<file path="src/rtl/muldiv_unit.sv">
// muldiv_unit: RV32M-style multiply/divide unit for the execute stage.
// Iterative shift-add multiplier and restoring divider, one bit per cycle.
// Divide-by-zero and signed overflow finish in one cycle without iterating.
// Optional macro MULDIV_FAST_MUL_EN: multiplies use one combinational
// multiply and finish in one cycle. Division is iterative in both builds.
//
// state | meaning
// ------+--------------------------------------------------------------
// IDLE  | ready for a request, o_ready=1
// CALC  | iterating, one product/quotient bit per cycle for XLEN cycles
// DONE  | o_valid=1, result and tag held until i_out_ready
module muldiv_unit #(
  parameter int XLEN  = 32,
  parameter int TAG_W = 5
) (
  input  logic             i_clk,
  input  logic             i_rst_n,
  input  logic             i_flush,
  input  logic             i_valid,
  output logic             o_ready,
  input  logic [6:0]       i_opcode,
  input  logic [6:0]       i_funct7,
  input  logic [2:0]       i_funct3,
  input  logic [XLEN-1:0]  i_rs1,
  input  logic [XLEN-1:0]  i_rs2,
  input  logic [TAG_W-1:0] i_tag,
  output logic             o_valid,
  input  logic             i_out_ready,
  output logic [XLEN-1:0]  o_result,
  output logic [TAG_W-1:0] o_tag,
  output logic             o_busy
);

  localparam int CNT_W = $clog2(XLEN) + 1;
  localparam logic [6:0] OPC_OP = 7'b0110011;
  localparam logic [6:0] F7_M   = 7'h01;
  localparam logic [XLEN-1:0] INT_MIN = {1'b1, {(XLEN-1){1'b0}}};

  typedef enum logic [1:0] {S_IDLE, S_CALC, S_DONE} state_t;

  state_t              state_q, state_d;
  logic [CNT_W-1:0]    cnt_q, cnt_d;
  logic [2:0]          f3_q, f3_d;
  logic [TAG_W-1:0]    tag_q, tag_d;
  logic [XLEN-1:0]     op_q, op_d;     // multiplicand (mul) or divisor (div) magnitude
  logic [2*XLEN-1:0]   acc_q, acc_d;   // {hi, multiplier} or {remainder, quotient}
  logic                neg_q, neg_d;   // negate the selected result at the end
  logic [XLEN-1:0]     res_q, res_d;

  // ---------------- request decode ----------------
  logic            hs, accept;
  logic            is_div_in, a_signed_in, b_signed_in, sa_in, sb_in, neg_in;
  logic [XLEN-1:0] mag_a_in, mag_b_in;
  logic            div_zero_in, div_ovf_in, fast_in;
  logic [XLEN-1:0] div_fast_res, fast_res_in;

  assign o_ready = (state_q == S_IDLE);
  assign hs      = i_valid && o_ready && (i_opcode == OPC_OP) && (i_funct7 == F7_M);
  assign accept  = hs && !i_flush;

  assign is_div_in   = i_funct3[2];
  // MULH, MULHSU, DIV, REM take rs1 as signed; MULH, DIV, REM take rs2 as signed
  assign a_signed_in = (i_funct3 == 3'b001) || (i_funct3 == 3'b010) ||
                       (i_funct3 == 3'b100) || (i_funct3 == 3'b110);
  assign b_signed_in = (i_funct3 == 3'b001) || (i_funct3 == 3'b100) ||
                       (i_funct3 == 3'b110);
  assign sa_in    = a_signed_in && i_rs1[XLEN-1];
  assign sb_in    = b_signed_in && i_rs2[XLEN-1];
  assign mag_a_in = sa_in ? -i_rs1 : i_rs1;
  assign mag_b_in = sb_in ? -i_rs2 : i_rs2;
  // remainder follows the dividend sign; everything else is sign(a)^sign(b)
  assign neg_in   = (is_div_in && i_funct3[1]) ? sa_in : (sa_in ^ sb_in);

  assign div_zero_in  = is_div_in && (i_rs2 == '0);
  assign div_ovf_in   = is_div_in && !i_funct3[0] && (i_rs1 == INT_MIN) && (i_rs2 == '1);
  assign div_fast_res = div_zero_in ? (i_funct3[1] ? i_rs1 : '1)
                                    : (i_funct3[1] ? '0 : i_rs1);

`ifdef MULDIV_FAST_MUL_EN
  logic [2*XLEN-1:0] fm_a, fm_b, fm_p;
  logic [XLEN-1:0]   fm_res;
  // sign-extend each operand to 2*XLEN; the low 2*XLEN bits of the product are exact
  assign fm_a   = {{XLEN{sa_in}}, i_rs1};
  assign fm_b   = {{XLEN{sb_in}}, i_rs2};
  assign fm_p   = fm_a * fm_b;
  assign fm_res = (i_funct3 == 3'b000) ? fm_p[XLEN-1:0] : fm_p[2*XLEN-1:XLEN];
  assign fast_in     = div_zero_in || div_ovf_in || !is_div_in;
  assign fast_res_in = is_div_in ? div_fast_res : fm_res;
`else
  assign fast_in     = div_zero_in || div_ovf_in;
  assign fast_res_in = div_fast_res;
`endif

  // ---------------- iterative datapath ----------------
  logic              last;
  logic [XLEN:0]     mul_sum, rem_sh, rem_diff;
  logic [XLEN-1:0]   rem_nx;
  logic              q_bit;
  logic [2*XLEN-1:0] mul_nx, div_nx, mul_signed;
  logic [XLEN-1:0]   quo, rem, div_res, mul_res, final_res;

  assign last = (cnt_q == CNT_W'(XLEN - 1));

  // shift-add: add multiplicand into the high half when the multiplier LSB is set
  assign mul_sum = {1'b0, acc_q[2*XLEN-1:XLEN]} + (acc_q[0] ? {1'b0, op_q} : '0);
  assign mul_nx  = {mul_sum, acc_q[XLEN-1:1]};

  // restoring divide: the partial remainder is always below the divisor,
  // so one extra bit is enough to hold the shifted value
  assign rem_sh   = {acc_q[2*XLEN-1:XLEN], acc_q[XLEN-1]};
  assign rem_diff = rem_sh - {1'b0, op_q};
  assign q_bit    = !rem_diff[XLEN];
  assign rem_nx   = q_bit ? rem_diff[XLEN-1:0] : rem_sh[XLEN-1:0];
  assign div_nx   = {rem_nx, acc_q[XLEN-2:0], q_bit};

  assign mul_signed = neg_q ? -mul_nx : mul_nx;
  assign mul_res    = (f3_q == 3'b000) ? mul_signed[XLEN-1:0] : mul_signed[2*XLEN-1:XLEN];
  assign quo        = div_nx[XLEN-1:0];
  assign rem        = div_nx[2*XLEN-1:XLEN];
  assign div_res    = f3_q[1] ? (neg_q ? -rem : rem) : (neg_q ? -quo : quo);
  assign final_res  = f3_q[2] ? div_res : mul_res;

  // FSM next state: flush wins over accept and retire
  always_comb begin
    state_d = state_q;
    if (i_flush) begin
      state_d = S_IDLE;
    end else begin
      case (state_q)
        S_IDLE: if (accept) state_d = fast_in ? S_DONE : S_CALC;
        S_CALC: if (last) state_d = S_DONE;
        S_DONE: if (i_out_ready) state_d = S_IDLE;
        default: state_d = S_IDLE;
      endcase
    end
  end

  // datapath next values: load on accept, step once per CALC cycle
  always_comb begin
    cnt_d = cnt_q;
    f3_d  = f3_q;
    tag_d = tag_q;
    op_d  = op_q;
    acc_d = acc_q;
    neg_d = neg_q;
    res_d = res_q;
    if (accept) begin
      cnt_d = '0;
      f3_d  = i_funct3;
      tag_d = i_tag;
      neg_d = neg_in;
      if (is_div_in) begin
        op_d  = mag_b_in;
        acc_d = {{XLEN{1'b0}}, mag_a_in};
      end else begin
        op_d  = mag_a_in;
        acc_d = {{XLEN{1'b0}}, mag_b_in};
      end
      if (fast_in) res_d = fast_res_in;
    end else if ((state_q == S_CALC) && !i_flush) begin
      acc_d = f3_q[2] ? div_nx : mul_nx;
      cnt_d = cnt_q + CNT_W'(1);
      if (last) res_d = final_res;
    end
  end

  // state and datapath registers with synchronous active-low reset
  always_ff @(posedge i_clk) begin
    if (!i_rst_n) begin
      state_q <= S_IDLE;
      cnt_q   <= '0;
      f3_q    <= '0;
      tag_q   <= '0;
      op_q    <= '0;
      acc_q   <= '0;
      neg_q   <= 1'b0;
      res_q   <= '0;
    end else begin
      state_q <= state_d;
      cnt_q   <= cnt_d;
      f3_q    <= f3_d;
      tag_q   <= tag_d;
      op_q    <= op_d;
      acc_q   <= acc_d;
      neg_q   <= neg_d;
      res_q   <= res_d;
    end
  end

  assign o_valid  = (state_q == S_DONE);
  assign o_busy   = (state_q != S_IDLE);
  assign o_result = res_q;
  assign o_tag    = tag_q;

endmodule

</file>
<file path="config.mk">
export PLATFORM = sky130hd
export DESIGN_NAME = muldiv_unit
export DESIGN_NICKNAME = d
export VERILOG_FILES = /design/src/rtl/muldiv_unit.sv
export SDC_FILE = /design/constraint.sdc
export NUM_CORES = 1
export LEC_CHECK = 0
export BUFFER_PORTS_ARGS = -buffer_cell sky130_fd_sc_hd__buf_2
export CAP_MARGIN = 30
export CELL_PAD_IN_SITES_DETAIL_PLACEMENT = 0
export CELL_PAD_IN_SITES_GLOBAL_PLACEMENT = 1
export CORE_UTILIZATION = 41
export CTS_CLUSTER_DIAMETER = 100
export DETAILED_ROUTE_END_ITERATION = 16
export HOLD_SLACK_MARGIN = 0.08
export PLACE_DENSITY = 0.88
export SLEW_MARGIN = 20
export SYNTH_ARGS = -nofsm -noshare
export SYNTH_HDL_FRONTEND = slang
export SYNTH_SLANG_ARGS = --single-unit
</file>
<file path="constraint.sdc">
create_clock -name i_clk -period 5.27 [get_ports i_clk]
set_input_delay 1.054 -clock i_clk [delete_from_list [all_inputs] [get_ports i_clk]]
set_output_delay 1.054 -clock i_clk [all_outputs]
set_load 0.01 [all_outputs]
</file>
Word-level counts from Yosys, hierarchy flattened
Cells that the tools add are included.

word-level totals
  latch bits = 0
  bits of input ports = 91
  word-level logic and storage cells = 92
  bits in read-only memories = 0
  flip-flop bits (word level) = 145
  output and inout bits = 40
  memories = 0
  memory bits (writable) = 0

operators by class
  bitwise gates (word level) = 2
  add/sub/neg operators = 8
  magnitude comparators = 0
  shift operators = 0
  $mul = 0
  reductions and logical operators = 31
  equal/unequal tests = 15
  div/mod/pow operators = 0
  mux-type cells = 28

operator list
  kind                  count
  $mux 32               18
  $mux 64               4
  $neg 32->32           4
  $eq 32x32->1 const B  2
  $neg 64->64           1
  $add 32x32->33        1
  $sub 33x32->33        1
  $logic_not 32->1      1
  $logic_and 1x1->1     12
  $mux 2                4
  $eq 7x1->1 const B    1
  $eq 7x6->1 const B    1
  $add 6x1->6 const B   1
  $eq 3x3->1 const B    2
  $eq 6x5->1 const B    1
  $logic_or 1x1->1      6
  $ne 2x1->1 const B    3
  $pmux 2 s3            1
  $reduce_and 3->1      2
  $reduce_bool 2->1     3
  $reduce_or 2->1       2
  $eq 3x1->1 const B    1
  $eq 3x2->1 const B    1
  $logic_not 1->1       3
  other kinds (8)       8

Longest topological paths before layout
Gate-level depths: netlist (run 1).

  word-level depth = 9
  depth in mapped cells = 26

Least setup slack after synthesis (run 1)
OpenSTA, ideal clock, no wires.

  path kind = register to register
  start point = register acc_q[31]
  end point = register res_q[22], in the netlist o_result[22]
  slack = -0.051 ns
  period minus slack after synthesis = 5.321 ns
  path buffers = 2
  cell stages (with the launch flop) = 25
  arrival = 5.246 ns
  cells stage by stage = dfxtp_1 -> inv_1 -> ha_1 -> inv_1 -> fa_1 -> a211oi_2 -> o21ai_2 -> o21ai_2 -> a2111oi_4 -> o21a_2 -> nor2_8 -> buf_2 -> buf_1 -> mux2i_1 -> ha_1 -> inv_1 -> nor4_1 -> o211ai_1 -> nor4b_1 -> a41oi_1 -> nor2_1 -> nand3b_1 -> mux2i_1 -> a211o_1 -> a31oi_1

on the way
  word-level cells in the longest chain between the ends = 9
  elaborated cells on any way between the ends = 15
  those cells by class = add/sub (4); mux (10); reduce/logical (1)

RTL lines
  item                                        line      text
  from (decl)                                 46        logic [2*XLEN-1:0] acc_q, acc_d;
  from (signal assigned)                      175       acc_q <= '0;
  from (signal assigned)                      184       acc_q <= acc_d;
  $sub 33x32->33                              111       assign rem_diff = rem_sh - {1'b0, op_q};
  $mux 32 or $logic_not 1->1 (tied branches)  113, 112
  $neg 32->32                                 120       assign div_res = f3_q[1] ? (neg_q ? -rem : rem) : (neg_q ? -quo : quo);
  $mux 32 (2 in a row)                        120
  $mux 32 (*)                                 121       assign final_res = f3_q[2] ? div_res : mul_res;
  $mux 32 (*)                                 163       if (last) res_d = final_res;
  $mux 32 (*)                                 160       end else if ((state_q == S_CALC) && !i_flush) begin
  $mux 32 (*)                                 147       if (accept) begin
  to (signal assigned)                        186       res_q <= res_d;
  to (decl)                                   48        logic [XLEN-1:0] res_q, res_d;

Mark *: on every way between the ends. The rest lies on a longest branch, timed or not. The select of a mux whose other input is x is not followed.
A chain may end at the register's enable or synchronous reset.

Final worst setup path (run 1)
  start point = register acc_q[0]
  end point = register res_q[18], in the netlist o_result[18]

on the way
  word-level cells in the longest chain between the ends = 9
  elaborated cells on any way between the ends = 12
  those cells by class = add/sub (3); mux (9)

RTL lines
  item            line  text
  $mux 32         105   assign mul_sum = {1'b0, acc_q[2*XLEN-1:XLEN]} + (acc_q[0] ? {1'b0, op_q} : '0);
  $add 32x32->33  105
  $neg 64->64     116   assign mul_signed = neg_q ? -mul_nx : mul_nx;
  $mux 64         116
  $mux 32         117   assign mul_res = (f3_q == 3'b000) ? mul_signed[XLEN-1:0] : mul_signed[2*XLEN-1:XLEN];
  $mux 32 (*)     121
  $mux 32 (*)     163
  $mux 32 (*)     160
  $mux 32 (*)     147

Marks and branches as above.

==> results of run 1 <==
where the power goes:
| part | total, mW | internal (mW) | leakage, nW | switching (mW) |
|---|---|---|---|---|
| clock network | 1.26 | 0.726 | 0.284 | 0.534 |
| registers | 1.10 | 1.10 | 1.17 | 0.0000218 |
| logic | 0.304 | 0.101 | 6.55 | 0.202 |
metrics by stage:
stage | area (µm²) | cells
after floorplan | 18000 | 2645
after global placement | 19500 | 3265
after detailed placement | 19500 | 3265
after CTS | 20100 | 3295
after global routing | 20100 | 3297
final | 20100 | 3300
logic make-up after synthesis:
kind of cell / synth area share
compound gates: 0.311
xor+xnor: 0.0828
fa+ha+maj: 0.0672
buf+inv: 0.0587
flops: 0.161
mux: 0.0471
simple gates: 0.272
synthesized netlist by cell type (7+ instances only):
| master | number |
|---|---|
| a21oi_1 | 179 |
| a21boi_0 | 78 |
| clkbuf_1 | 169 |
| a31oi_1 | 40 |
| nand3_1 | 88 |
| or3_1 | 43 |
| mux2i_1 | 70 |
| o2111ai_1 | 8 |
| buf_2 | 13 |
| a21o_1 | 37 |
| xor2_1 | 71 |
| o21bai_1 | 7 |
| nor2_1 | 255 |
| nor4b_1 | 9 |
| nor3b_1 | 10 |
| dfxtp_1 | 145 |
| nand4_1 | 39 |
| nand2b_1 | 17 |
| a211o_1 | 8 |
| and2_1 | 43 |
| o211ai_1 | 109 |
| a211oi_1 | 32 |
| xnor2_1 | 99 |
| nand2_1 | 351 |
| a311oi_1 | 11 |
| inv_1 | 63 |
| or2_2 | 10 |
| nor2b_1 | 17 |
| buf_1 | 30 |
| o31ai_1 | 32 |
| nor4_1 | 24 |
| and3_1 | 17 |
| a221oi_1 | 11 |
| o21a_1 | 7 |
| ha_1 | 71 |
| o21ai_0 | 182 |
| o311ai_0 | 9 |
| maj3_1 | 28 |
| nor3_1 | 63 |
| or4_1 | 8 |
| a2111oi_0 | 8 |
| nand3b_1 | 9 |
| mux2_2 | 11 |
timing repair:
| action | in CTS | in global routing |
|---|---|---|
| endpoints found under the setup margin | 0 | 10 |
| resized for setup | 0 | 11 |
| buffers inserted | 0 | 1 |
worst max path at each step:
stage                   start      endpoint  slack, ns  cells past startpoint
detailed placement  acc_q[31]  o_result[22]       0.13                     24
CTS                 acc_q[31]  o_result[22]       0.11                     24
global placement    acc_q[31]  o_result[22]       0.19                     25
floorplan           acc_q[31]  o_result[22]       0.05                     26
finish               acc_q[0]  o_result[18]       0.37                     17
global route         op_q[31]  o_result[22]       0.07                     23
routing by layer:
metal	track usage	vias to the layer above	routed length (µm)	share of wire
li1	-	9763	-	-
met1	0.444	9937	31600	0.40
met2	0.533	1246	34300	0.44
met3	0.0700	222	7690	0.098
met4	0.200	2	4650	0.059
met5	0	-	13	0.00017
area by class of cell:
cell class,count,area share
timing repair buffer,249,0.0780
clock buffer,20,0.0232
inverter,65,0.0121
sequential,145,0.144
tap,585,0.0363
multi-input combinational,2223,0.700
clock inverter,10,0.00547
antenna,3,0.000373
registers in the layout (all words and copies together) (netlist names):
| name | count |
|---|---|
| neg_q | 1 |
| acc_q | 64 |
| o_result | 32 |
| cnt_q | 6 |
| f3_q | 3 |
| op_q | 32 |
| o_tag | 5 |
| state_q | 2 |
tightest hold or removal path, delay by kind of cell (launching register included):
kind               cells  cell delay (ns)
AOI/OAI and AO/OA      1             0.06
DFF                    1             0.31
and+or+nand+nor        1             0.05
==> flow_summary.yaml, run 1 <==
worst_hold_path:
  hp-start: "op_q[14]"
  hold_path.class: "flop to flop"
  min_to: "op_q[14]"
  hold_depth: 2
worst_setup_path:
  critical_path.max_fanout: 29
  cp_slowest_cell: "nor4_1"
  r2r-start: "acc_q[0]"
  crit_required_ns: 5.61
  r2r-end: "o_result[18]"
  r2r_cells: 17
  cp-start-kind: "flop"
  crit_buf_inv: 3
  cp_cell_sequence: "clkinv_1 > buf_4 > nor2_1 > ha_1 > and2_1 > a311oi_2 > a211o_1 > a21boi_0 > or3_1 > and2_1 > buf_4 > nor4_1 > a31oi_1 > xnor2_1 > o21ai_0 > a221oi_1 > nor2_1"
  critPathKind: "flop to flop"
  arrival_ns: 5.24
  end_kind: "flop"
  max_stage_delay_ns: 0.58
  worst_path_dominant_cell_family: "simple AND/OR/NAND/NOR gates"
  r2r_setup_slack_ns: 0.37
timing:
  max_freq_mhz: 204
  slew_viol_final: 0
  hold-worst-slack_ns: 0.463
  maxSlewHeadroom: 0.280
  layout_min_cycle_time_ns: 4.90
  setup_slack_ns: 0.370
  fin_tns_setup_ns: 0
  fin_crit_sh: 0.930
  hold_viol: 0
  finalSetupViolations: 0
  rsz0062_at_grt: "no"
  worst_slew_pin_slew_ns: 1.07
  clock_skew_ns: 0.0236
grt:
  grtUsageTotal: 0.345
  grt_overflow: 0
  first_global_vias: 19211
  antenna_found_initial: 8
  grt_pass1_wl_um: 117000
  grt_max_degree: 99
floorplanning:
  rows: 76
  die_area_mm2: 0.0447
  die_w_um: 211
  core_area_mm2: 0.0432
  chipHeight_um: 211
  ios: 131
  initial_utilization: 0.416
placed_design:
  port_buffers: 130
  pre_cts_ws_ns: 0.125
  hpwl_um: 61000
  gp_congestion: 1.04
layout:
  final_core_util: 0.467
  mostFrequentLayoutCells: "nand2_1 (351), nor2_1 (254), o21ai_0 (182)"
  multi_input_area_mm2: 0.0141
  layout_commonest_cell: "nand2_1"
  fillCellCount: 4495
  layout.nets: 2865
  area_growth_pct: 12.0
  drive_gt1_frac: 0.124
  regArea_mm2: 0.00291
cts:
  worstSkewPairLatency_ns: 0.47
  clk_pin_slew_ns: 0.06
  holdBufCountCts: 0
  htreeDepth: 4
  cts_sinks: 145
  cts-root-buf: "clkbuf_16"
  cts_buffers: 17
  cts_buffer_depth: 2
  cts_tree: "yes"
routing:
  vias_per_cell: 6.42
  wl_per_cell_um: 23.7
  detail-route-antenna-nets: 0
  wirelength_um: 78200
  vias: 21170
  drc: 0
  drt_pass1_iterations: 7
  first_iter_violations: 2886
yosys:
  ys_seq_area_frac: 0.161
  synth_largest_area_cell: "dfxtp_1"
  async_reset_ff_frac: 0
  postSynthAreaPerCell_um2: 6.80
  synth_edf_count: 0
  ys_ff_latch: 145
  syn_nets: 2809
  synth_cells: 2645
  syn_area_mm2: 0.0180
  synth_top_area_frac: 0.161
  synth_warnings: 0
  netlist_top_cells_area: "dfxtp_1 (16%), nand2_1 (7.3%), nor2_1 (5.3%)"
  ys_types: 89
  ys.flop_type: "dfxtp_1"
power_and_ir_drop:
  ir_drop_v: 0.000230
  power_mw: 2.66
  pwr_density_cell_mw_per_mm2: 132
  cellLeakagePower_nw: 8.00
status:
  status: "complete, no violations"
job:
  cap_violations: 0
(Power assumes the default switching activity.)
==> run 2, diff against run 1 <==
==> config.mk (replaced) <==
export PLATFORM = sky130hd
export DESIGN_NAME = muldiv_unit
export DESIGN_NICKNAME = d
export VERILOG_FILES = /design/src/rtl/muldiv_unit.sv
export SDC_FILE = /design/constraint.sdc
export NUM_CORES = 1
export LEC_CHECK = 0
export CAP_MARGIN = 30
export CELL_PAD_IN_SITES_DETAIL_PLACEMENT = 0
export CELL_PAD_IN_SITES_GLOBAL_PLACEMENT = 1
export CORE_ASPECT_RATIO = 0.5
export CORE_UTILIZATION = 43
export CTS_CLUSTER_DIAMETER = 100
export DETAILED_ROUTE_END_ITERATION = 16
export DONT_BUFFER_PORTS = 1
export HOLD_SLACK_MARGIN = 0.08
export PLACE_DENSITY = 0.87
export SLEW_MARGIN = 20
export SYNTH_ARGS = -nofsm -noshare
export SYNTH_HDL_FRONTEND = slang
export SYNTH_SLANG_ARGS = --single-unit
==> constraint.sdc (replaced) <==
create_clock -name i_clk -period 5.27 [get_ports i_clk]
set_input_delay 0.527 -clock i_clk [delete_from_list [all_inputs] [get_ports i_clk]]
set_output_delay 0.527 -clock i_clk [all_outputs]
set_load 0.01 [all_outputs]
==> run 2 against run 1 <==
Compared with the run above:
- global-route usage increased by 0.26 points
- critical endpoint is now o_result[29]
- clock skew decreased by 0.0033 ns
- cell count decreased by 5.3%
- die area decreased by 4.5%
- critical path type unchanged
==> flow_summary.yaml, run 2 (synthesized netlist as in run 1, its figures left out) <==
timing:
  layout_min_cycle_time_ns: 4.96
  maxSlewHeadroom: 0.313
  hold_viol: 0
  worst_slew_pin_slew_ns: 1.02
  fin_tns_setup_ns: 0
  max_freq_mhz: 202
  clock_skew_ns: 0.0203
  finalSetupViolations: 0
  rsz0062_at_grt: "no"
  slew_viol_final: 0
  fin_crit_sh: 0.942
worst_setup_path:
  critPathKind: "flop to flop"
  crit_required_ns: 5.61
  r2r-end: "o_result[29]"
  end_kind: "flop"
  cp-start-kind: "flop"
  critical_path.max_fanout: 6
  crit_buf_inv: 2
  max_stage_delay_ns: 0.56
  arrival_ns: 5.30
  r2r_setup_slack_ns: 0.31
  r2r-start: "acc_q[0]"
  worst_path_dominant_cell_family: "simple AND/OR/NAND/NOR gates"
  r2r_cells: 16
  cp_slowest_cell: "fa_1"
  critPathMostFrequentCell: "nor3_1"
  cp_cell_sequence: "clkinv_1 > nor2_1 > fa_1 > nor3_1 > nand3_1 > nor3_1 > buf_4 > and4_1 > or3b_1 > nand4b_1 > and3b_1 > nand4_1 > o31ai_1 > xor2_1 > a211oi_1 > a31oi_1"
cts:
  cts-root-buf: "clkbuf_16"
  postCtsSetupBuffers: 0
  cts_sinks: 145
  cts_buffers: 17
  clk_pin_slew_ns: 0.07
  holdBufCountCts: 0
  cts_buffer_depth: 2
  cts_tree: "yes"
  worstSkewPairLatency_ns: 0.47
  htreeDepth: 4
routing:
  drc: 0
  wirelength_um: 76800
  vias: 20495
  vias_per_cell: 6.56
  first_iter_violations: 3086
  detail-route-antenna-nets: 0
  wl_per_cell_um: 24.6
  drt_pass1_iterations: 7
grt:
  grt_max_degree: 142
  grt_overflow: 0
  antenna_found_initial: 6
  first_global_vias: 17592
  grt_pass1_wl_um: 114000
  grtUsageTotal: 0.348
floorplanning:
  core_area_mm2: 0.0408
  ios: 131
  initial_utilization: 0.441
  die_area_mm2: 0.0427
  die_w_um: 291
  rows: 52
  chipHeight_um: 147
placed_design:
  gp_congestion: 1.02
  hpwl_um: 58500
  port_buffers: 0
  dp_cells: 3089
layout:
  fin_cells: 3124
  area_growth_pct: 7.91
  fillCellCount: 4129
  top_register: "acc_q"
  largest_register_ffs: 64
  layout_commonest_cell: "nand2_1"
  mostFrequentLayoutCells: "nand2_1 (351), nor2_1 (254), o21ai_0 (182)"
  drive_gt1_frac: 0.0805
  layout.nets: 2734
power_and_ir_drop:
  ir_drop_v: 0.000247
  pwr_density_cell_mw_per_mm2: 130
  cellLeakagePower_nw: 7.40
worst_hold_path:
  min_to: "state_q[1]"
  hp-start: "i_flush"
  hold_path.class: "input port to flop"
  hold_depth: 1
status:
  status: "complete, no violations"
job:
  cap_violations: 0
==> run 2: cell count changes in the layout (fill, tap and decap cells not counted), sizes merged <==
cell / previous run / this run
buf: 249 / 118
inv: 65 / 71
clkinv: 6 / 3
clkinvlp: 2 / 5
bufinv: 2 / 0
clkbuf: 20 / 18
diode: 3 / 1
==> run 2: layout make-up <==
type	count	area [µm²]	area share
sequential	145	2910	0.150
multi-input combinational	2223	14100	0.728
clock buffer	18	450	0.0232
inverter	65	244	0.0126
antenna	1	2.50	0.000129
timing repair buffer	118	878	0.0453
tap	540	676	0.0348
clock inverter	14	119	0.00613
==> run 2: repair_timing <==
action,in CTS,in global routing
resized for setup,2,10
pin swaps,0,5
setup endpoints to repair,1,7
==> run 2: layer usage <==
metal  global-route usage  routed length [µm]
met1                0.513               33800
met2                0.458               29100
met3                0.144               12400
met4               0.0701                1560
met5                    0                  13
==> run 2: worst max path at each step <==
stage | to | slack (ns) | cells after the start | from
after floorplan | o_result[22] | 0.05 | 26 | acc_q[31]
after global placement | o_result[24] | 0.17 | 22 | acc_q[31]
after detailed placement | o_result[24] | -0.009 | 22 | acc_q[31]
after CTS | o_result[24] | 0.1 | 22 | acc_q[31]
after global routing | o_result[24] | 0.09 | 21 | acc_q[31]
final | o_result[29] | 0.31 | 16 | acc_q[0]
==> run 2: per-stage QoR <==
step / setup slack [ns] / hold WS, ns / cell area [µm²] / power (mW) / utilization
finish: 0.307 / 0.133 / 19400 / 2.53 / 0.476
global route: 0.0899 / 0.127 / 19400 / 2.60 / 0.475
CTS: 0.0974 / 0.123 / 19300 / 2.53 / 0.474
detailed placement: -0.00917 / 0.456 / 18700 / 1.30 / 0.459
global placement: 0.168 / 0.447 / 18700 / 1.30 / 0.459
floorplan: 0.0495 / 0.441 / 18000 / 1.28 / -
==> run 2: worst register-to-register path, stage by stage (launching register included) <==
cell      delay, ns
dfxtp_1        0.40
clkinv_1       0.24
nor2_1         0.27
fa_1           0.56
nor3_1         0.23
nand3_1        0.13
nor3_1         0.24
buf_4          0.18
and4_1         0.27
or3b_1         0.43
nand4b_1       0.39
and3b_1        0.37
nand4_1        0.26
o31ai_1        0.33
xor2_1         0.15
a211oi_1       0.27
a31oi_1        0.11
==> run 2: power breakdown <==
| part | total (mW) | switching (mW) | internal, mW |
|---|---|---|---|
| combinational | 0.183 | 0.107 | 0.0768 |
| sequential | 1.09 | 0.0000227 | 1.09 |
| clock | 1.25 | 0.607 | 0.643 |
| total | 2.53 | 0.714 | 1.81 |
